**config.mk**
```make
export PLATFORM = sky130hd
export DESIGN_NAME = muldiv_sequencer_flat
export DESIGN_NICKNAME = d
export VERILOG_FILES = /design/src/rtl/muldiv_pkg.sv /design/src/rtl/muldiv_sequencer_if.sv /design/src/rtl/muldiv_cycle_counter.sv /design/src/rtl/muldiv_sequencer.sv /design/src/flat_wrapper.sv
export SDC_FILE = /design/constraint.sdc
export NUM_CORES = 1
export LEC_CHECK = 0
export BUFFER_PORTS_ARGS = -buffer_cell sky130_fd_sc_hd__buf_2
export CAP_MARGIN = 15
export CELL_PAD_IN_SITES_DETAIL_PLACEMENT = 1
export CELL_PAD_IN_SITES_GLOBAL_PLACEMENT = 2
export CORE_MARGIN = 8
export CORE_UTILIZATION = 20
export DETAILED_ROUTE_END_ITERATION = 16
export GPL_TIMING_DRIVEN = 1
export PLACE_DENSITY_LB_ADDON = 0.1
export SLEW_MARGIN = 5
export SYNTH_ARGS = -nofsm -noshare
export SYNTH_HDL_FRONTEND = slang
export SYNTH_HIERARCHICAL = 1
export SYNTH_SLANG_ARGS = --single-unit
```
**constraint.sdc**
```tcl
create_clock -name clk -period 2.2 [get_ports clk]
set_input_delay 0.22 -clock clk [delete_from_list [all_inputs] [get_ports clk]]
set_output_delay 0.22 -clock clk [all_outputs]
set_load 0.01 [all_outputs]
```
**src/rtl/muldiv_pkg.sv**
```systemverilog
// Shared types and constants for the multiply/divide sequencer.
package muldiv_pkg;

  typedef enum logic [2:0] {
    IDLE,
    LOAD,
    RUN,
    WRITE,
    DONE,
    EXC
  } state_t;

  localparam logic OP_MULT = 1'b0;
  localparam logic OP_DIV  = 1'b1;

  localparam int DEF_MULT_CYCLES = 32;
  localparam int DEF_DIV_CYCLES  = 32;
  localparam int DEF_CNT_W       = 6;

endpackage

```
**src/rtl/muldiv_sequencer_if.sv**
```systemverilog
// Handshake between the main control unit (master) and the muldiv sequencer (slave).
interface muldiv_sequencer_if;
  logic        start;
  logic        op;
  logic [31:0] divisor;
  logic        kill;
  logic        unit_start;
  logic        div_or_mult;
  logic        hilo_w;
  logic        busy;
  logic        done;
  logic        div0;

  modport master (
    output start, op, divisor, kill,
    input  unit_start, div_or_mult, hilo_w, busy, done, div0
  );

  modport slave (
    input  start, op, divisor, kill,
    output unit_start, div_or_mult, hilo_w, busy, done, div0
  );
endinterface

```
**src/rtl/muldiv_cycle_counter.sv**
```systemverilog
// Iteration down-counter: loaded with N-1, decrements while enabled, saturates at zero.
module muldiv_cycle_counter #(
  parameter int CNT_W = 6
) (
  input  logic             clk,
  input  logic             reset,
  input  logic             load,
  input  logic [CNT_W-1:0] load_value,
  input  logic             dec,
  output logic             zero
);

  logic [CNT_W-1:0] count;

  always_ff @(posedge clk) begin
    if (reset)
      count <= '0;
    else if (load)
      count <= load_value;
    else if (dec && count != '0)
      count <= count - CNT_W'(1);
  end

  assign zero = (count == '0);

endmodule

```
**src/rtl/muldiv_sequencer.sv**
```systemverilog
// Sequencer for the shared multiplier/divider and HI/LO write-back.
// Define MULDIV_DIV0_TRAP_EN to compile in the divide-by-zero trap (EXC path, div0 pulse).
module muldiv_sequencer
  import muldiv_pkg::*;
#(
  parameter int MULT_CYCLES = DEF_MULT_CYCLES,
  parameter int DIV_CYCLES  = DEF_DIV_CYCLES,
  parameter int CNT_W       = DEF_CNT_W
) (
  input logic              clk,
  input logic              reset,
  muldiv_sequencer_if.slave bus
);

  localparam logic [CNT_W-1:0] MULT_LOAD = CNT_W'(MULT_CYCLES - 1);
  localparam logic [CNT_W-1:0] DIV_LOAD  = CNT_W'(DIV_CYCLES - 1);

  state_t state, next_state;
  logic   op_q;
  logic   trap;
  logic   cnt_zero;
  logic   unit_start, hilo_w_raw, busy, done_raw;

`ifdef MULDIV_DIV0_TRAP_EN
  assign trap     = (bus.op == OP_DIV) && (bus.divisor == 32'd0);
  assign bus.div0 = (state == EXC) && !bus.kill;
`else
  logic unused_divisor;
  assign unused_divisor = ^bus.divisor;
  assign trap     = 1'b0;
  assign bus.div0 = 1'b0;
`endif

  always_ff @(posedge clk) begin
    if (reset) begin
      state <= IDLE;
      op_q  <= OP_MULT;
    end else begin
      state <= next_state;
      if (state == IDLE && bus.start && !bus.kill)
        op_q <= bus.op;
    end
  end

  // kill aborts from any state; in IDLE it also blocks a same-cycle start.
  always_comb begin
    next_state = state;
    unit_start = 1'b0;
    hilo_w_raw = 1'b0;
    done_raw   = 1'b0;
    busy       = 1'b1;
    case (state)
      IDLE: begin
        busy = 1'b0;
        if (bus.start)
          next_state = trap ? EXC : LOAD;
      end
      LOAD: begin
        unit_start = 1'b1;
        next_state = RUN;
      end
      RUN: begin
        if (cnt_zero)
          next_state = WRITE;
      end
      WRITE: begin
        hilo_w_raw = 1'b1;
        next_state = DONE;
      end
      DONE: begin
        done_raw   = 1'b1;
        next_state = IDLE;
      end
      EXC: begin
        next_state = IDLE;
      end
      default: begin
        next_state = IDLE;
      end
    endcase
    if (bus.kill)
      next_state = IDLE;
  end

  muldiv_cycle_counter #(
    .CNT_W(CNT_W)
  ) u_counter (
    .clk       (clk),
    .reset     (reset),
    .load      (state == LOAD),
    .load_value((op_q == OP_DIV) ? DIV_LOAD : MULT_LOAD),
    .dec       (state == RUN),
    .zero      (cnt_zero)
  );

  assign bus.unit_start  = unit_start;
  assign bus.busy        = busy;
  assign bus.hilo_w      = hilo_w_raw && !bus.kill;
  assign bus.done        = done_raw && !bus.kill;
  assign bus.div_or_mult = ~op_q;

endmodule

```
**src/flat_wrapper.sv**
```systemverilog
// flat-port wrapper written by rule: the top's interface ports become plain ports
module muldiv_sequencer_flat import muldiv_pkg::*;
#(
  parameter int MULT_CYCLES = DEF_MULT_CYCLES,
  parameter int DIV_CYCLES  = DEF_DIV_CYCLES,
  parameter int CNT_W       = DEF_CNT_W
)
  (clk, reset, bus_start, bus_op, bus_divisor, bus_kill, bus_unit_start, bus_div_or_mult, bus_hilo_w, bus_busy, bus_done, bus_div0);
  muldiv_sequencer_if bus_i ();
  input logic clk;
  input logic reset;
  input wire logic [$bits(bus_i.start)-1:0] bus_start;
  input wire logic [$bits(bus_i.op)-1:0] bus_op;
  input wire logic [$bits(bus_i.divisor)-1:0] bus_divisor;
  input wire logic [$bits(bus_i.kill)-1:0] bus_kill;
  output wire logic [$bits(bus_i.unit_start)-1:0] bus_unit_start;
  output wire logic [$bits(bus_i.div_or_mult)-1:0] bus_div_or_mult;
  output wire logic [$bits(bus_i.hilo_w)-1:0] bus_hilo_w;
  output wire logic [$bits(bus_i.busy)-1:0] bus_busy;
  output wire logic [$bits(bus_i.done)-1:0] bus_done;
  output wire logic [$bits(bus_i.div0)-1:0] bus_div0;
  assign bus_i.start = bus_start;
  assign bus_i.op = bus_op;
  assign bus_i.divisor = bus_divisor;
  assign bus_i.kill = bus_kill;
  assign bus_unit_start = bus_i.unit_start;
  assign bus_div_or_mult = bus_i.div_or_mult;
  assign bus_hilo_w = bus_i.hilo_w;
  assign bus_busy = bus_i.busy;
  assign bus_done = bus_i.done;
  assign bus_div0 = bus_i.div0;
  muldiv_sequencer #(.MULT_CYCLES(MULT_CYCLES), .DIV_CYCLES(DIV_CYCLES), .CNT_W(CNT_W)) u_core (.clk(clk), .reset(reset), .bus(bus_i));
endmodule
```
==> flow_summary.toml, run 1 <==
[drt]
remaining_drc_errors = 0
viasPerCell = 4.45
postRouteAntennaNets = 0
dr.pass1.iters = 3
drtIter0Drc = 3
wirelength_um = 1470
num_vias = 516
routedWlPerCell_um = 12.7

[final_layout]
multiInputGateArea_um2 = 379
drive_gt1_frac = 0.265
nets = 124
seq_area_um2 = 200
area_growth_pct = 19.8
antenna_cells = 0
num-fill-cells = 366

[placed_design]
portBuffers = 9
globalplace.congestion = 0.651
hpwl_um = 1150

[sta]
tightest_slew_ps = 517
slew_headroom = 0.650
skew_ps = 1.33
setup_violations = 0
rsz0062_at_grt = "false"
period_share = 0.819
hold_ws_ps = 198
fin_setup_tns_ps = 0
slew_viol_final = 0
max_freq_ghz = 0.555
fin_crit_ps = 1800
hold_viol_final = 0

[cts]
cts_resized = 0
clock_sinks = 10
hold_buffers = 0
clk_pin_slew_ps = 70
cts_made_buffers = 3
postCtsSetupBuffers = 0
cts_tree = "done"
h-tree-depth = 1
root_buffer = "clkbuf_4"
insertion_delay_ps = 260
ctsLongestPathBuffers = 2

[yosys]
synth_most_common_cell = "dfxtp_1"
yosysWarnings = 6
synth.cell_area_um2 = 612
synth-edff-count = 0
ys_async_sr_fraction = 0
syn_inst = 67
synth_top_cell_by_area = "dfxtp_1"
synth_seq_cells = 10
avgSynthCellArea_um2 = 9.13
synth_common_cells = "dfxtp_1, inv_1, nor2_1"
ys_seq_area_frac = 0.327
synth_flop_cell = "dfxtp_1"
synth.distinct_cells = 30
synth_area_leaders = "dfxtp_1, a211oi_1, or4b_4"
synth_top_area_share = 0.327

[power_and_ir_drop]
p_per_area_nw_per_um2 = 556
ir_drop_mv = 0.130
p_leak_nw = 0.294

[setup_path]
critPathKind = "register to register"
endpoint_kind = "register"
cp.arrival_ps = 1930
worstSetupStartpointType = "register"
critPathRequiredTime_ps = 2330
critPathMaxFanout = 8
r2r_slack_ps = 400

[floorplanning]
die_area_um2 = 5090
num_rows = 20
die_h_um = 71.3
core_um2 = 2980
start_util = 0.205
ios = 43
die_x_um = 71.3

[global_routing]
grt_pass1_vias = 541
grt_max_degree = 12
antenna_found_initial = 0
grt_overflow_total = 0
grtUsageTotal = 0.0666
grt_pass1_wl_um = 2640

[status]
outcome = "complete, no violations"

[worst_hold_path]
hold_class = "input pin to register"

[flow_run]
drv_cap = 0
critical path: stages, from the launching register on:
cell,delay (ps)
dfxtp_1,400
nor3b_1,310
or4b_4,530
nor3_2,140
mux2i_1,210
a211oi_1,80
final timing paths:
path / startpoint / endpoint / cells after the start
worst max register to register: u_core/state[0] / u_core/u_counter/count[5] / 5
worst min register to register: u_core/u_counter/count[1] / u_core/u_counter/count[1] / 2
worst min-delay path: bus_op / u_core/op_q / 2
worst max-delay path: u_core/state[0] / u_core/u_counter/count[5] / 5
flip-flops by register name, summed over array words and instances, names as in the netlist:
signal and count:
u_core/op_q 1, u_core/state 3, u_core/u_counter/count 6
per-stage QoR:
stage / std cells / utilization / cell area, um^2 / setup slack (ps) / power [mW]
finish: 116 / 0.246 / 733 / 397 / 0.408
global route: 116 / 0.246 / 733 / 251 / 0.443
CTS: 116 / 0.246 / 733 / 373 / 0.422
detailed placement: 113 / 0.239 / 711 / 409 / 0.286
global placement: 113 / 0.239 / 711 / 382 / 0.286
floorplan: 72 / - / 631 / 380 / 0.263
layout by cell type (no fill, tap or decap):
master / count
mux2i_1: 2
dfxtp_1: 10
or3_1: 2
a41o_1: 1
nor3_1: 5
ha_1: 2
buf_2: 9
o2111ai_1: 1
nor2_1: 6
a211oi_1: 4
clkbuf_4: 3
a21oi_1: 2
o21ai_1: 1
buf_4: 3
o21bai_1: 1
nor4_4: 1
nor4b_1: 2
conb_1: 7
a211oi_2: 1
nand2_1: 1
o21ai_2: 1
inv_1: 6
and4bb_2: 1
a311oi_1: 1
or4b_4: 2
and2_1: 1
nor4_1: 1
nor3_2: 1
xnor2_1: 3
nor3b_1: 2
power by group:
group          total, mW  internal, mW  leakage, nW  switching, mW
Clock              0.127        0.0631       0.0138         0.0637
Sequential         0.203         0.191       0.0816         0.0120
Combinational     0.0780        0.0366        0.199         0.0415
routing by layer:
metal | global-route usage | vias to the layer above | part of all wire
met5 | 0 | - | 0
met4 | 0.0346 | 0 | 0.011
met3 | 0.0279 | 2 | 0.059
met2 | 0.0969 | 9 | 0.45
met1 | 0.0811 | 236 | 0.48
li1 | - | 269 | -
area by class of cell:
cell class / count / share of cell area
Inverter: 6 / 0.0307
Tap cell: 33 / 0.0563
Clock buffer: 3 / 0.0307
Timing Repair Buffer: 12 / 0.0922
Multi-Input combinational cell: 52 / 0.517
Sequential cell: 10 / 0.273
cells by family (layout without fill, tap and decap cells):
kind of cell / Yosys count / after routing / share of synthesized area
AO/OA/AOI/OAI: 13 / 13 / 0.166
XOR/XNOR: 3 / 3 / 0.0430
adder cells (fa/ha/maj): 2 / 2 / 0.0409
buffers and inverters: 10 / 21 / 0.0838
flip-flops: 10 / 10 / 0.327
multiplexers: 2 / 2 / 0.0327
other: 2 / 7 / 0.0123
AND/OR/NAND/NOR: 25 / 25 / 0.294
(Power assumes the default switching activity.)
==> run 2, diff against run 1 <==
ABC_AREA = 1   (was default)
CORE_UTILIZATION = 19   (was 20)
clock period = 1.8 ns   (was 2.2 ns; I/O delays follow)
==> run 2 against run 1 <==
Net effect: hold slack worse by 49 ps; via count is 27% higher; final cell count is 45% higher; largest power group unchanged; largest cell class unchanged; area after synthesis is 9.2% higher.
==> flow_summary.toml, run 2 <==
[status]
outcome = "complete, no violations"

[floorplanning]
start_util = 0.199
die_area_um2 = 5670
die_x_um = 75.3
die_h_um = 75.3
core_um2 = 3360
ios = 43
num_rows = 21

[drt]
wirelength_um = 1890
drtIter0Drc = 19
routedWlPerCell_um = 11.3
num_vias = 656
postRouteAntennaNets = 0
viasPerCell = 3.90
dr.pass1.iters = 4
remaining_drc_errors = 0

[final_layout]
antenna_cells = 0
reg_top3 = "u_core/u_counter/count (6), u_core/state (3), u_core/op_q (1)"
finish.utilization = 0.246
nets = 162
top_register = "u_core/u_counter/count"
drive_gt1_frac = 0.189
area_growth_pct = 24.0
largest_reg_flops = 6
layout_common_cells = "nand2_1, inv_1, nor2_1"
final_common_cell = "nand2_1"

[sta]
hold_viol_final = 0
slew_viol_final = 0
setup_violations = 0
skew_ps = 5.13
period_share = 0.790
fin_crit_ps = 1420
rsz0062_at_grt = "false"
max_freq_ghz = 0.704
fin_setup_tns_ps = 0
hold_ws_ps = 149

[global_routing]
grt_max_degree = 12
antenna_found_initial = 0
grt_overflow_total = 0
grt_pass1_vias = 663
grt_pass1_wl_um = 3230
grtUsageTotal = 0.0764

[yosys]
synth.cell_area_um2 = 668
synth_xor_area_frac = 0.0131
ys_async_sr_fraction = 0
synth_area_leaders = "dfxtp_1, nand2_1, inv_1"
syn_inst = 104
synth_mux_area_frac = 0
synth_seq_cells = 10
synth.distinct_cells = 24
synth-compound-area-share = 0.110
ys_seq_area_frac = 0.300
yosys.area_share.simple = 0.431
synth_common_cells = "nand2_1, inv_1, nor2_1"
synth_most_common_cell = "nand2_1"
synth_top_family_by_area = "simple AND/OR/NAND/NOR gates"
synth_top_cell_by_area = "dfxtp_1"
yosysWarnings = 6
synth-edff-count = 0
synth_flop_cell = "dfxtp_1"
avgSynthCellArea_um2 = 6.42
synth_top_area_share = 0.300
synthAdderAreaFrac = 0.0375

[flow_run]
drv_cap = 0

[setup_path]
endpoint_kind = "output pin"
worst_path_max_delay_cell = "dfxtp_1"
slowest_delay_ps = 450
reg2reg_depth = 8
cp.arrival_ps = 1240
path_cells = "inv_1, nor4_1, buf_2"
worstSetupStartpointType = "register"
critPathRequiredTime_ps = 1620
critPathMaxFanout = 4
critPathKind = "register to output pin"

[worst_hold_path]
min_path_cells = 2
hold_class = "input pin to register"

[cts]
clock_sinks = 10
cts_tree = "done"
ctsLongestPathBuffers = 2
insertion_delay_ps = 270
hold_buffers = 0
cts_made_buffers = 3
cts_resized = 0
postCtsSetupBuffers = 0
h-tree-depth = 1
clk_pin_slew_ps = 80
root_buffer = "clkbuf_4"

[power_and_ir_drop]
ir_drop_mv = 0.256
p_per_area_nw_per_um2 = 752
p_leak_nw = 0.382

[placed_design]
hpwl_um = 1470
portBuffers = 9
globalplace.congestion = 0.698
-- run 2: cell count changes after synthesis, moves of 5 or more --
cell     change
nand3_1      +6
nor2_1       +5
inv_1        +8
nand2_1     +30
-- run 2: cells by family (layout without fill, tap and decap cells) --
kind of cell,after synthesis,count (layout)
other,2,7
adder cells (fa/ha/maj),2,2
flip-flops,10,10
AND/OR/NAND/NOR,61,61
XOR/XNOR,1,1
buffers and inverters,16,29
AO/OA/AOI/OAI,12,12
-- run 2: layout make-up --
cell class / instances / area, um^2
tap: 46 / 57.6
inverter: 14 / 52.6
clock buffer: 4 / 36.3
timing repair buffer: 11 / 60.1
fill: 460 / 2530
multi-input combinational: 83 / 422
sequential: 10 / 200
-- run 2: power by group --
part | leakage, nW | switching (mW) | internal, mW
logic | 0.280 | 0.0941 | 0.0609
registers | 0.0815 | 0.0150 | 0.235
clock network | 0.0210 | 0.0957 | 0.123
-- run 2: through the flow --
step,setup WS (ps),std cells,cell area (um^2),power (mW)
after global placement,410,164,792,0.411
after CTS,353,168,828,0.638
after floorplan,429,109,687,0.370
final,379,168,828,0.623
after global routing,211,168,828,0.677
after detailed placement,382,164,792,0.414
-- run 2: layer usage --
metal | up-vias | global-route usage | share of wire | wire length (um)
met5 | - | 0 | 0 | 0
met4 | 0 | 0.0384 | 0.011 | 21
met3 | 2 | 0.0197 | 0.022 | 42
met2 | 6 | 0.101 | 0.41 | 774
met1 | 294 | 0.109 | 0.56 | 1050
li1 | 354 | - | - | -
-- run 2: critical path, delay by kind of cell (launching register included) --
kind | cells | cell delay [ps]
flops | 1 | 450
simple gates | 1 | 240
buf+inv | 2 | 270
-- run 2: worst paths after layout --
path	endpoint	slack, ps	start
setup / recovery	bus_done	380	u_core/state[2]
hold / removal	u_core/state[2]	150	bus_kill
setup reg to reg	u_core/u_counter/count[1]	390	u_core/state[1]
hold reg to reg	u_core/u_counter/count[0]	480	u_core/u_counter/count[0]
